$ cat src/rtl/tms34020_scrref_ctrl_pkg.sv
// Shared types and constants for the screen-refresh transfer controller.
// Contents: transfer type encoding, controller FSM states, refresh backlog limit.
// No ports; imported by the interface, FIFO and top-level controller.
package tms34020_scrref_ctrl_pkg;

  typedef enum logic [1:0] {
    XFER_NONE = 2'b00,
    XFER_SCR  = 2'b01,
    XFER_DRF  = 2'b10
  } MemXferType_t;

  typedef enum logic {
    SR_IDLE = 1'b0,
    SR_REQ  = 1'b1
  } ScrRefState_t;

  // A backlog this deep makes refresh urgent and lets it pre-empt screen traffic.
  localparam logic [1:0] REF_PEND_MAX = 2'd3;

endpackage

$ cat src/rtl/tms34020_scrref_ctrl_if.sv
// Memory-arbiter request bus: REQ/ACK handshake carrying transfer type and address.
// master: drives mem_req/mem_type/mem_addr, samples mem_ack (the controller).
// slave : samples the request, drives mem_ack (the arbiter).
interface tms34020_scrref_ctrl_if;
  import tms34020_scrref_ctrl_pkg::*;

  logic         mem_req;
  MemXferType_t mem_type;
  logic [31:0]  mem_addr;
  logic         mem_ack;

  modport master (output mem_req, output mem_type, output mem_addr, input mem_ack);
  modport slave  (input mem_req, input mem_type, input mem_addr, output mem_ack);

endinterface

$ cat src/rtl/tms34020_scrref_ctrl_fifo.sv
// Synchronous request FIFO (module tms34020_scrref_fifo), clock-enable qualified.
// Ports: clk_i/rst_i, ce_i gates both sides; push_i/dat_i write, pop_i/dat_o read head;
//        full_o/empty_o/lvl_o report occupancy. A push on full is taken only with a pop.
module tms34020_scrref_fifo #(
  parameter int DEPTH = 2,
  parameter int DW    = 27
) (
  input  logic                   clk_i,
  input  logic                   rst_i,
  input  logic                   ce_i,
  input  logic                   push_i,
  input  logic [DW-1:0]          dat_i,
  input  logic                   pop_i,
  output logic [DW-1:0]          dat_o,
  output logic                   full_o,
  output logic                   empty_o,
  output logic [$clog2(DEPTH):0] lvl_o
);
  localparam int AW = $clog2(DEPTH);
  localparam logic [AW:0] FULL_CNT = (AW+1)'(DEPTH);

  logic [DW-1:0] mem_q [DEPTH];
  logic [AW-1:0] wr_ptr_q, rd_ptr_q;
  logic [AW:0]   cnt_q;
  logic          wr_en, rd_en;

  assign full_o  = (cnt_q == FULL_CNT);
  assign empty_o = (cnt_q == '0);
  assign lvl_o   = cnt_q;
  assign dat_o   = mem_q[rd_ptr_q];

  assign rd_en = ce_i & pop_i & ~empty_o;
  // A full FIFO still accepts a write when the head leaves in the same cycle.
  assign wr_en = ce_i & push_i & (~full_o | rd_en);

  always_ff @(posedge clk_i) begin
    if (rst_i) begin
      wr_ptr_q <= '0;
      rd_ptr_q <= '0;
      cnt_q    <= '0;
    end else begin
      if (wr_en) wr_ptr_q <= wr_ptr_q + 1'b1;
      if (rd_en) rd_ptr_q <= rd_ptr_q + 1'b1;
      if (wr_en && !rd_en)      cnt_q <= cnt_q + 1'b1;
      else if (rd_en && !wr_en) cnt_q <= cnt_q - 1'b1;
    end
  end

  always_ff @(posedge clk_i) begin
    if (wr_en) mem_q[wr_ptr_q] <= dat_i;
  end

endmodule

$ cat src/rtl/tms34020_scrref_ctrl.sv
// Screen-refresh transfer controller: buffers SCRREF requests, issues them to the memory
// arbiter over REQ/ACK, optionally interleaving periodic DRAM refresh (TMS34020_DRAM_REFRESH_EN).
// Ports: clk_i/rst_i, en_i & ce_r_i qualify every state change; scrref_run_i/scrref_addr_i push
//        requests; ref_interval_i sets refresh period; mem_if is the arbiter bus; ovf_o/ovf_clr_i
//        sticky drop flag; fifo_lvl_o buffer occupancy.
module tms34020_scrref_ctrl
  import tms34020_scrref_ctrl_pkg::*;
#(
  parameter int FIFO_DEPTH = 2,
  parameter int REF_ROW_W  = 10
) (
  input  logic                        clk_i,
  input  logic                        rst_i,
  input  logic                        en_i,
  input  logic                        ce_r_i,
  input  logic                        scrref_run_i,
  input  logic [31:0]                 scrref_addr_i,
  input  logic [7:0]                  ref_interval_i,
  tms34020_scrref_ctrl_if.master      mem_if,
  output logic                        ovf_o,
  input  logic                        ovf_clr_i,
  output logic [$clog2(FIFO_DEPTH):0] fifo_lvl_o
);
  logic         tick, ack_tick, pop, drop, full, empty;
  logic [26:0]  head;
  ScrRefState_t state_q, state_d;
  logic         req_q, req_d, ovf_q, ovf_d;
  MemXferType_t type_q, type_d;
  logic [31:0]  addr_q, addr_d;
  logic [1:0]   ref_pend;
  logic [31:0]  ref_addr;
  logic         unused_addr_lsb;

  assign tick     = en_i & ce_r_i;
  assign ack_tick = tick & (state_q == SR_REQ) & mem_if.mem_ack;
  assign pop      = ack_tick & (type_q == XFER_SCR);
  assign drop     = tick & scrref_run_i & full & ~pop;
  // YZCNT is not part of the transfer address; the row base is 32-word aligned.
  assign unused_addr_lsb = ^scrref_addr_i[4:0];

  tms34020_scrref_fifo #(.DEPTH(FIFO_DEPTH), .DW(27)) u_fifo (
    .clk_i  (clk_i),
    .rst_i  (rst_i),
    .ce_i   (tick),
    .push_i (scrref_run_i),
    .dat_i  (scrref_addr_i[31:5]),
    .pop_i  (pop),
    .dat_o  (head),
    .full_o (full),
    .empty_o(empty),
    .lvl_o  (fifo_lvl_o)
  );

`ifdef TMS34020_DRAM_REFRESH_EN
  logic [7:0]           ref_cnt_q, ref_cnt_d;
  logic [1:0]           ref_pend_q, ref_pend_d;
  logic [REF_ROW_W-1:0] ref_row_q, ref_row_d;
  logic                 ref_gen, ref_retire;

  assign ref_retire = ack_tick & (type_q == XFER_DRF);

  always_comb begin
    ref_cnt_d  = ref_cnt_q;
    ref_pend_d = ref_pend_q;
    ref_row_d  = ref_row_q;
    ref_gen    = 1'b0;
    if (tick) begin
      if (ref_interval_i == 8'd0) begin
        ref_cnt_d = 8'd0;
      end else if (ref_cnt_q == 8'd0) begin
        ref_cnt_d = ref_interval_i - 8'd1;
        ref_gen   = 1'b1;
      end else begin
        ref_cnt_d = ref_cnt_q - 8'd1;
      end
    end
    // New refresh and a retired one cancel out; backlog saturates at the urgent level.
    if (ref_gen && !ref_retire) begin
      if (ref_pend_q != REF_PEND_MAX) ref_pend_d = ref_pend_q + 2'd1;
    end else if (ref_retire && !ref_gen) begin
      ref_pend_d = ref_pend_q - 2'd1;
    end
    if (ref_retire) ref_row_d = ref_row_q + 1'b1;
  end

  always_ff @(posedge clk_i) begin
    if (rst_i) begin
      ref_cnt_q  <= 8'd0;
      ref_pend_q <= 2'd0;
      ref_row_q  <= '0;
    end else begin
      ref_cnt_q  <= ref_cnt_d;
      ref_pend_q <= ref_pend_d;
      ref_row_q  <= ref_row_d;
    end
  end

  assign ref_pend = ref_pend_q;
  assign ref_addr = 32'({ref_row_q, 5'b0});
`else
  logic unused_ref_interval;
  assign unused_ref_interval = ^ref_interval_i;
  assign ref_pend = 2'd0;
  assign ref_addr = 32'd0;
`endif

  always_comb begin
    state_d = state_q;
    req_d   = req_q;
    type_d  = type_q;
    addr_d  = addr_q;
    ovf_d   = ovf_q;
    if (drop)                  ovf_d = 1'b1;
    else if (tick & ovf_clr_i) ovf_d = 1'b0;
    if (tick) begin
      case (state_q)
        SR_IDLE: begin
          if (ref_pend == REF_PEND_MAX) begin
            state_d = SR_REQ; req_d = 1'b1; type_d = XFER_DRF; addr_d = ref_addr;
          end else if (!empty) begin
            state_d = SR_REQ; req_d = 1'b1; type_d = XFER_SCR; addr_d = {head, 5'b0};
          end else if (ref_pend != 2'd0) begin
            state_d = SR_REQ; req_d = 1'b1; type_d = XFER_DRF; addr_d = ref_addr;
          end
        end
        SR_REQ: begin
          if (mem_if.mem_ack) begin
            state_d = SR_IDLE; req_d = 1'b0; type_d = XFER_NONE;
          end
        end
        default: state_d = SR_IDLE;
      endcase
    end
  end

  always_ff @(posedge clk_i) begin
    if (rst_i) begin
      state_q <= SR_IDLE;
      req_q   <= 1'b0;
      type_q  <= XFER_NONE;
      addr_q  <= 32'd0;
      ovf_q   <= 1'b0;
    end else begin
      state_q <= state_d;
      req_q   <= req_d;
      type_q  <= type_d;
      addr_q  <= addr_d;
      ovf_q   <= ovf_d;
    end
  end

  assign mem_if.mem_req  = req_q;
  assign mem_if.mem_type = type_q;
  assign mem_if.mem_addr = addr_q;
  assign ovf_o           = ovf_q;

endmodule

$ cat src/flat_wrapper.sv
// flat-port wrapper written by rule: the top's interface ports become plain ports
module tms34020_scrref_ctrl_flat import tms34020_scrref_ctrl_pkg::*;
#(
  parameter int FIFO_DEPTH = 2,
  parameter int REF_ROW_W  = 10
)
  (clk_i, rst_i, en_i, ce_r_i, scrref_run_i, scrref_addr_i, ref_interval_i, ovf_o, ovf_clr_i, fifo_lvl_o, mem_if_mem_req, mem_if_mem_type, mem_if_mem_addr, mem_if_mem_ack);
  tms34020_scrref_ctrl_if mem_if_i ();
  input  logic clk_i;
  input  logic rst_i;
  input  logic en_i;
  input  logic ce_r_i;
  input  logic scrref_run_i;
  input  logic [31:0] scrref_addr_i;
  input  logic [7:0] ref_interval_i;
  output logic ovf_o;
  input  logic ovf_clr_i;
  output logic [$clog2(FIFO_DEPTH):0] fifo_lvl_o;
  output wire logic [$bits(mem_if_i.mem_req)-1:0] mem_if_mem_req;
  output wire logic [$bits(mem_if_i.mem_type)-1:0] mem_if_mem_type;
  output wire logic [$bits(mem_if_i.mem_addr)-1:0] mem_if_mem_addr;
  input wire logic [$bits(mem_if_i.mem_ack)-1:0] mem_if_mem_ack;
  assign mem_if_mem_req = mem_if_i.mem_req;
  assign mem_if_mem_type = mem_if_i.mem_type;
  assign mem_if_mem_addr = mem_if_i.mem_addr;
  assign mem_if_i.mem_ack = mem_if_mem_ack;
  tms34020_scrref_ctrl #(.FIFO_DEPTH(FIFO_DEPTH), .REF_ROW_W(REF_ROW_W)) u_core (.clk_i(clk_i), .rst_i(rst_i), .en_i(en_i), .ce_r_i(ce_r_i), .scrref_run_i(scrref_run_i), .scrref_addr_i(scrref_addr_i), .ref_interval_i(ref_interval_i), .mem_if(mem_if_i), .ovf_o(ovf_o), .ovf_clr_i(ovf_clr_i), .fifo_lvl_o(fifo_lvl_o));
endmodule
$ cat config.mk
export PLATFORM = sky130hd
export DESIGN_NAME = tms34020_scrref_ctrl_flat
export DESIGN_NICKNAME = d
export VERILOG_FILES = /design/src/rtl/tms34020_scrref_ctrl_pkg.sv /design/src/rtl/tms34020_scrref_ctrl_if.sv /design/src/rtl/tms34020_scrref_ctrl_fifo.sv /design/src/rtl/tms34020_scrref_ctrl.sv /design/src/flat_wrapper.sv
export SDC_FILE = /design/constraint.sdc
export NUM_CORES = 1
export LEC_CHECK = 0
export ABC_AREA = 1
export CAP_MARGIN = 40
export CORE_MARGIN = 5
export CORE_UTILIZATION = 52
export CTS_CLUSTER_DIAMETER = 40
export DETAILED_ROUTE_END_ITERATION = 16
export PLACE_DENSITY = 0.83
export SYNTH_ARGS = -nofsm -noshare
export SYNTH_HDL_FRONTEND = slang
export SYNTH_SLANG_ARGS = --single-unit
$ cat constraint.sdc
create_clock -name clk_i -period 6.24 [get_ports clk_i]
set_clock_uncertainty 0.15 [all_clocks]
set_input_delay 1.248 -clock clk_i [delete_from_list [all_inputs] [get_ports clk_i]]
set_output_delay 1.248 -clock clk_i [all_outputs]
set_load 0.005 [all_outputs]
Word-level counts from Yosys, hierarchy flattened. Memory sizes are Yosys's and may differ from the RTL's. A register that Yosys moved wholly into a read port is not among the register bits. Index checks and enable logic that the tools add are counted.

Reduce and logical (&&, ||, !) cells: 9. Add/subtract/negate cells: 4. Equal/unequal tests: 4. Multiplexer cells: 15. Bitwise gates (word level): 16.

Operators with widths (count): 1-bit bitwise AND (11); 1-bit two-way mux (8); 2-bit two-way mux (4); 3-bit AND reduction (2); 2-bit != test (second input constant) (2); 1-bit NOT (4); 1-bit case mux with 2 select lines (2); 2-bit case mux with 2 select lines (1); 2-bit nonzero test (2); 1-bit adder (second input constant) (2); 2-bit by 1-bit adder with 2-bit output (second input constant) (1); 2-bit by 1-bit == test with 1-bit output (second input constant) (1); 2-bit == test (second input constant) (1); 1-bit logical AND (2); 1-bit zero test (2); 2-bit zero test (1); 2-bit by 1-bit subtractor with 2-bit output (second input constant) (1); 1-bit OR (1).

Register bits after elaboration: 9. Bits in writable memories: 54. Logic and storage cells: 56. Input bits: 47. Output and inout bits: 38. Memories kept: 1.

Memories: u_core.u_fifo.mem_q (words 2, width 27, read ports 1, clocked after Yosys merged registers in 1, write ports 1, RTL line tms34020_scrref_ctrl_fifo.sv:22) `logic [DW-1:0] mem_q [DEPTH];`.

Logic depth before layout (Yosys ltp).
Depth in word-level cells: 12. Gate-level depth with buffers: 11. Gate-level depth less buffers: 11.

Modules after synthesis. From an unflattened synthesis, not the netlist that was laid out.

Cell total of the unflattened synthesis: 273. Area total of the unflattened synthesis: 3538.4 µm².

By module, submodules not included: tms34020_scrref_fifo (times used 1, area each 2312.2 µm², cells each 126); tms34020_scrref_ctrl (times used 1, area each 1226.2 µm², cells each 147).

Worst setup path before layout. OpenSTA, ideal clock, no wires.

Path type: input to register. Start: input port en_i. End: memory u_core.u_fifo.mem_q[0][0], enable pin. Library setup time: 0.411 ns. Arrival time: 2.841 ns. Path slack: 2.838 ns. Stages: 6. Path buffers: 0. Cell sequence: nand2_2 > nor2_1 > nand2_1 > nand2_1 > nand2_1 > nor2_1.

Cells in the longest elaborated chain, start to end: 10. Elaborated cells on any way between the ends: 11.

Ends and longest elaborated chain: from (decl) (RTL line flat_wrapper.sv:11) `input logic en_i;`; 1-bit bitwise AND * (RTL line tms34020_scrref_ctrl.sv:34) `assign tick = en_i & ce_r_i;`; 1-bit bitwise AND (2 in a row) (RTL line tms34020_scrref_ctrl.sv:35) `assign ack_tick = tick & (state_q == SR_REQ) & mem_if.mem_ack;`; 1-bit bitwise AND (RTL line tms34020_scrref_ctrl.sv:36) `assign pop = ack_tick & (type_q == XFER_SCR);`; 1-bit bitwise AND (2 in a row) (RTL line tms34020_scrref_ctrl_fifo.sv:32) `assign rd_en = ce_i & pop_i & ~empty_o;`; 1-bit OR (RTL line tms34020_scrref_ctrl_fifo.sv:34) `assign wr_en = ce_i & push_i & (~full_o | rd_en);`; 1-bit bitwise AND * (RTL line tms34020_scrref_ctrl_fifo.sv:34); 1-bit two-way mux * (RTL line tms34020_scrref_ctrl_fifo.sv:50) `if (wr_en) mem_q[wr_ptr_q] <= dat_i;`; 1-bit two-way mux (not written as such) * (RTL line tms34020_scrref_ctrl_fifo.sv:50); to (decl) (RTL line tms34020_scrref_ctrl_fifo.sv:22).

Mark *: on every way between the ends. The rest lies on a longest branch, timed or not.

Worst setup path after layout.
Start: input port en_i. End: memory u_core.u_fifo.mem_q[1][20], enable pin.

Same word-level chain as after synthesis.

==> results.md <==
- The flow ran to the end, and the final reports show no timing, DRC or antenna violations.
- The number of max-slew violations in the final report is 0.
- The biggest area contributor in the post-synthesis netlist is edfxtp_1.
- The width of the die is 89.7 um.
- The post-layout worst setup margin is 3150 ps.
- The die height is 89.7 um.
- The depth of the CTS H-tree is 3.
- The hold violation total from the final report was 0.
- In this run the power spent charging and discharging nets is 245 uW.
- The number of gates resized after CTS is 0.
- The count of placed standard cells in the final layout, fillers left out is 465.
- The layout overhead on the synthesized area is 28.6%.
- The slowest stage of the critical path is the clkdlybuf4s50_1 cell.
- The clock transition time at the flip-flop clock pins of the worst setup and hold paths is 90 ps.
- Setup total negative slack on the finished layout was measured at 0 ps.
- The area enclosed by the die boundary is 0.00804 mm^2.
- The global router's overall resource usage is 17.4%.
- Counting flops and latches in the post-synthesis netlist gives 88.
- The number of nets at the end of the flow is 431.
- The proportion of netlist area held by the largest area contributor is 49.1%.
- Entering global routing, the biggest net connects 33 pins.
- The placed wire-length estimate after detailed placement is 4.29 mm.
- Setup repair after global routing left no endpoint under its margin.
- Synthesis handed over a netlist of 317 instances.
- On the final layout, the worst hold slack is 318 ps.
- The wire length of the first global-routing pass is 10.3 mm.
- The pre-antenna-repair detailed-routing pass consisted of 4 iterations.
- TritonCTS built the clock tree.
- The number of hold buffers added after CTS is 0.
- The initial core utilization is 52.6%.
- Cells with a size suffix above 1 make up 7.22% of the layout.
- The detailed router finished its first iteration with 123 violations.
- In the post-synthesis netlist, the biggest area contributors are edfxtp_1 49%, dfxtp_1 21%, nand2_1 10%, nor2_1 7.3%, o21ai_0 4.5%.
- The wire length per cell after detailed routing is 14.1 um.
- Each instance of the synthesized netlist takes up on average 10.4 um^2.
- STA puts the critical path data required time at 6150 ps.
- Before CTS, the worst setup slack after placement is 2780 ps.
- Clock tree synthesis found a total of 88 sinks.
- Of the total power, registers draw 56.5%.
- The internal power is 886 uW.
- Global routing finished with a remaining overflow of 0.
- The root buffer selected by CTS is clkbuf_8.
- The final layout contains routed wiring with a total length of 6.57 mm.
- The minimum clock period after layout is 3090 ps.
- The synthesized cell area is 0.00330 mm^2.
- The worst-path maximum fanout is 16.
- The floorplan has 29 rows.
- Combinational cells account for 6.5% of the total power.
- The number of diodes added for antenna fixing is 0.
- Dividing total power by cell area gives a power density of 266 mW/mm^2.
- By startpoint and endpoint, the worst setup path is classified as in2reg.
- The layout has 457 filler cells.
- Summed over all cells, the static leakage comes to 0.00168 uW.
- The endpoint arrival time on the critical path is 3010 ps.
- The total instance count after detailed placement is 449.
- Yosys printed 0 warnings.
- The post-layout instance area is 0.00425 mm^2.
- The critical path contains buffers and inverters numbering 3 combined.
- The routed via count is 2292.
- The number of global-route vias before repair is 2296.
- For this run, the register share of the synthesized area comes to 69.7%.
- The number of violations of the max-capacitance limit is 0.
- The worst slew margin relative to its limit is 42.2%.
- The capturing element type of the critical path is a flop.
- The multi-input logic area is 861 um^2.
- Summing all placed instances gives a cell area of 0.00402 mm^2.
- The highest clock frequency the design can meet is 323 MHz.
- The clock network is responsible for 37.1% of the overall power.
- The count of buffers added on input and output ports is 65.
- Walking the worst path, the cells encountered are clkdlybuf4s50_1 > nand2_2 > nor2_1 > nand2_1 > nand2_1 > nand3_1 > inv_1 > buf_16.
- For this run, design rule violations remaining after detail routing come to 0.
- The largest incremental delay on the critical path is 500 ps.
- Net switching is 21.6% of the power.
- The residual antenna-violating net count after detailed routing is 0.
- 85 I/O pins were placed.
- The cell repeated most along the worst path is nand2_1.
- The via density per instance is 4.93.
- The clock insertion delay at the later pin of the skew report is 350 ps.
- Counting distinct cell types in the post-synthesis netlist gives 23.
- The portion of the clock cycle consumed by the worst path in the final layout is 49.6%.
- VDD sags by at most 0.000229 V.
- The congestion estimate from routability-driven global placement came to 0.679.
- Buffers added to address setup during post-CTS repair amount to 0.
- The core outline area is 0.00628 mm^2.
- At the pin with the least slew margin, the transition time is 866 ps.
- The category of cells accounting for the largest share of critical-path delay is buffers and inverters.
- The sequential cell area in the final layout is 0.00230 mm^2.
- The longest clock path from root to sink contains 2 buffers.
- The number of CTS-inserted buffers is 9.
- The worst min-delay path category is reg2reg.
- STA classifies the critical path startpoint as an input pin.
- The final-report setup violation count is 0.
- The number of antenna violations at the first check in global routing is 0.
-- cells in the mapped netlist --
library cell,number
nand2_1,90
nor2_1,64
edfxtp_1,54
dfxtp_1,34
o21ai_0,30
inv_1,8
buf_4,7
clkbuf_1,6
a21oi_1,5
buf_2,3
nand3_1,3
clkbuf_2,2
buf_6,1
clkbuf_8,1
conb_1,1
ha_1,1
inv_2,1
nand2_2,1
nand3b_1,1
nor2_2,1
nor3_4,1
o22ai_2,1
or2_2,1
-- worst paths after layout --
kind / from / to / slack, ps / depth (start not counted)
setup / recovery: en_i / u_core.u_fifo.mem_q[1][20] / 3150 / 8
hold / removal: u_core.ovf_o / u_core.ovf_o / 320 / 2
setup reg to reg: u_core.state_q / u_core.u_fifo.mem_q[1][20] / 4190 / 7
hold reg to reg: u_core.ovf_o / u_core.ovf_o / 320 / 2
-- metrics by stage --
stage,utilization [%],total power [uW]
after detailed placement,64.1,726
after CTS,67.6,1140
after global placement,62.9,722
after floorplan,-,681
final,67.6,1130
after global routing,67.6,1170
-- worst min-delay path, delay by kind of cell (launching register included) --
| family | cells | cell delay [ps] |
|---|---|---|
| DFF | 1 | 320 |
| and+or+nand+nor | 1 | 60 |
| AOI/OAI and AO/OA | 1 | 50 |
-- routing by layer --
metal  vias to the layer above  global-route usage [%]  wire [um]
li1                       1152                       -          -
met1                      1060                    20.7       2650
met2                        70                    29.3       3450
met3                        10                    4.38        359
met4                         0                    8.66        115
met5                         -                       0          0
-- sequential cells by signal, indices dropped and copies added, names as in the netlist --
signal	flops
u_core.state_q	1
u_core.u_fifo.mem_q	54
u_core.mem_if.mem_req	1
u_core.u_fifo.lvl_o	2
u_core.u_fifo.wr_ptr_q	1
u_core.ovf_o	1
u_core.u_fifo.rd_ptr_q	1
u_core.mem_if.mem_addr	27
-- cell type report --
class / instances / area share (%)
clock buffers: 10 / 3.51
inverters: 9 / 0.796
flip-flops and latches: 88 / 54.2
repair buffers: 70 / 17.2
well taps: 77 / 2.27
clock inverters: 6 / 1.71
multi-input cells: 205 / 20.3
-- power groups by stage --
stage / logic (uW) / registers (uW) / clock network (uW)
after floorplan: 28.8 / 652 / 0
after global placement: 70.0 / 652 / 0
after detailed placement: 73.4 / 652 / 0
after CTS: 74.1 / 639 / 428
after global routing: 81.2 / 641 / 448
final: 73.1 / 639 / 419
-- logic make-up after synthesis --
logic type	count (synthesis)	share of synthesized area (%)
compound gates	36	5.69
fa+ha+maj	1	0.379
buf+inv	29	4.81
flops	88	69.7
other cells	1	0.114
simple gates	162	19.3
-- cells in the final DEF (no fill, tap or decap) --
master,n
a21oi_1,5
buf_16,1
buf_4,1
buf_8,3
bufinv_16,1
clkbuf_16,1
clkbuf_8,9
clkdlybuf4s50_1,65
clkinv_4,2
clkinvlp_4,1
conb_1,6
dfxtp_1,34
edfxtp_1,54
ha_1,1
inv_1,8
inv_2,1
inv_6,2
nand2_1,90
nand2_2,1
nand3_1,3
nand3b_1,1
nor2_1,63
nor2_2,2
nor3_4,1
o21ai_0,30
o22ai_2,1
or2_2,1
Power figures use the tool's default switching activity.
==> RTL edit (same flow settings) <==
`FIFO_DEPTH` is set to 2 in 2 places; all go to 4.
--- a/src/rtl/tms34020_scrref_ctrl.sv
+++ b/src/rtl/tms34020_scrref_ctrl.sv
@@ -7,5 +7,5 @@
   import tms34020_scrref_ctrl_pkg::*;
 #(
-  parameter int FIFO_DEPTH = 2,
+  parameter int FIFO_DEPTH = 4,
   parameter int REF_ROW_W  = 10
 ) (
--- a/src/flat_wrapper.sv
+++ b/src/flat_wrapper.sv
@@ -2,5 +2,5 @@
 module tms34020_scrref_ctrl_flat import tms34020_scrref_ctrl_pkg::*;
 #(
-  parameter int FIFO_DEPTH = 2,
+  parameter int FIFO_DEPTH = 4,
   parameter int REF_ROW_W  = 10
 )
Interface: changed (resized fifo_lvl_o); port bits go from 85 to 86. The function was not compared with the original's and may differ.
==> RTL edit against the unedited design <==
- sequential share of layout area is 0.87 points higher
- power is 96% higher
- register-to-register slack worse by 0.62 ns
- sequential cell count is 57 higher
- hold slack better by 0.033 ns
- routed wire length is 85% higher
- design area is 70% higher
- area after synthesis is 76% higher
- clock power is 150% higher
- via count is 73% higher
- worst setup slack worse by 0.39 ns
==> RTL edit: results (changes against the unedited design) <==
Detail Placement HPWL: 6997 µm (+63%)
share of layout cells above drive strength 1: 0.07496 (+0.002795)
max reg flops: 108 (+100%)
Max VDD drop: 0.2312 mV (+1.1%)
met3 usage: 0.04439 (+0.0005908)
Post-synth EDFFs: 108 (+100%)
Arrival @ worst endpoint: 3.74 ns (+0.73 ns)
number of global-route vias before repair: 3,899 (+70%)
largest net degree at the start of global routing: 58 (+76%)
leakage power: 2.703 nW (+61%)
insertion delay to the later sink of the worst-skew pair: 0.52 ns (+0.17 ns)
distinct cell type count after synthesis: 22 (-4.3%)
drt pass-1 iters: 5 (+1)
met2 Use GR: 0.3403 (+0.04772)
outcome: finished clean
Max-Slew Margin vs Limit: 0.4222 (+0.0004540)
Reg2Reg Depth: 9 (+2)
GR Util All Layers: 0.1902 (+0.01640)
Synth top cells by count: nor2_1 (147), edfxtp_1 (108), nand2_1 (70)
Clock transition at path regs: 0.06 ns (-0.03 ns)
first-pass GRT wire length: 19,150 µm (+87%)
met1 Use GR: 0.2216 (+0.01458)
RePlAce Congestion: 0.7250 (+6.7%)
FILL cells: 776 (+70%)
top cells by area, synth: edfxtp_1 (56%), dfxtp_1 (13%), nor2_1 (9.5%), nand2_1 (4.5%), o21ai_1 (4.4%)
DR iter-0 viols: 334 (+170%)
WL/cell: 15.81 µm (+12%)
nets@finish: 667 (+55%)
hold depth: 2 (unchanged)
Max Cap Viol: 0 (unchanged)
via count: 3,959 (+73%)
CTS buffer count: 17 (+8)
Seq/Total Area, Yosys: 0.6865 (-0.01100)
Port Buffer Count: 66 (+1.5%)
RTL edit: cell type report:
class	count	area, µm²	area share
multi-input combinational	331	1483	0.2050
sequential	145	3985	0.5510
inverter	47	176.4	0.02439
tap	140	175.2	0.02422
timing repair buffer	72	805.8	0.1114
clock inverter	13	185.2	0.02561
clock buffer	19	421.7	0.05830
RTL edit: report_power, final:
part	switching (mW)	total [mW]	internal [mW]
sequential	0.0102	1.07	1.06
combinational	0.0592	0.119	0.0599
clock	0.381	1.03	0.650
total	0.450	2.22	1.77
RTL edit: final timing paths:
| kind | slack [ns] | end | from |
|---|---|---|---|
| setup reg to reg | 3.57 | u_core.u_fifo.lvl_o[1]$_SDFFE_PP0P_ | u_core.u_fifo.lvl_o[0]$_SDFFE_PP0P_ |
| hold / removal | 0.35 | u_core.u_fifo.lvl_o[2]$_SDFFE_PP0P_ | u_core.u_fifo.lvl_o[2]$_SDFFE_PP0P_ |
| setup / recovery | 2.76 | u_core.u_fifo.lvl_o[2]$_SDFFE_PP0P_ | en_i |
| hold reg to reg | 0.35 | u_core.u_fifo.lvl_o[2]$_SDFFE_PP0P_ | u_core.u_fifo.lvl_o[2]$_SDFFE_PP0P_ |
RTL edit: worst max-delay path, stage by stage:
cell	delay, ns
clkdlybuf4s50_1	0.47
nand2_1	0.10
nor2_1	0.39
nand2_1	0.37
inv_1	0.16
ha_1	0.18
inv_1	0.07
fa_1	0.38
nand2_1	0.08
nand3_1	0.08
o21ai_0	0.16
a21oi_1	0.05
RTL edit: per-layer routing:
layer	share of wire	wire length, µm
met2	0.52	6311
met5	0	0
met1	0.40	4798
met3	0.068	828
met4	0.015	186
RTL edit: kinds of logic after synthesis:
group	count (synthesis)	share of synthesized area
fa+ha+maj	6	0.01423
flops	145	0.6865
simple gates	225	0.1496
compound gates	92	0.07956
other cells	1	0.0006462
buf+inv	78	0.06641
xor+xnor	2	0.003019
RTL edit: per-stage QoR:
| step | instance area, µm² | power [mW] | worst slack [ns] | instances | util |
|---|---|---|---|---|---|
| 4_1_cts | 7232 | 2.233 | 2.794 | 767 | 0.6642 |
| 2_1_floorplan | 5822 | 1.139 | 2.748 | 554 | - |
| 3_5_place_dp | 6625 | 1.204 | 2.271 | 735 | 0.6085 |
| 5_1_grt | 7232 | 2.293 | 2.619 | 767 | 0.6642 |
| 3_3_place_gp | 6487 | 1.193 | 2.488 | 730 | 0.5958 |
| 6_report | 7232 | 2.217 | 2.756 | 767 | 0.6642 |
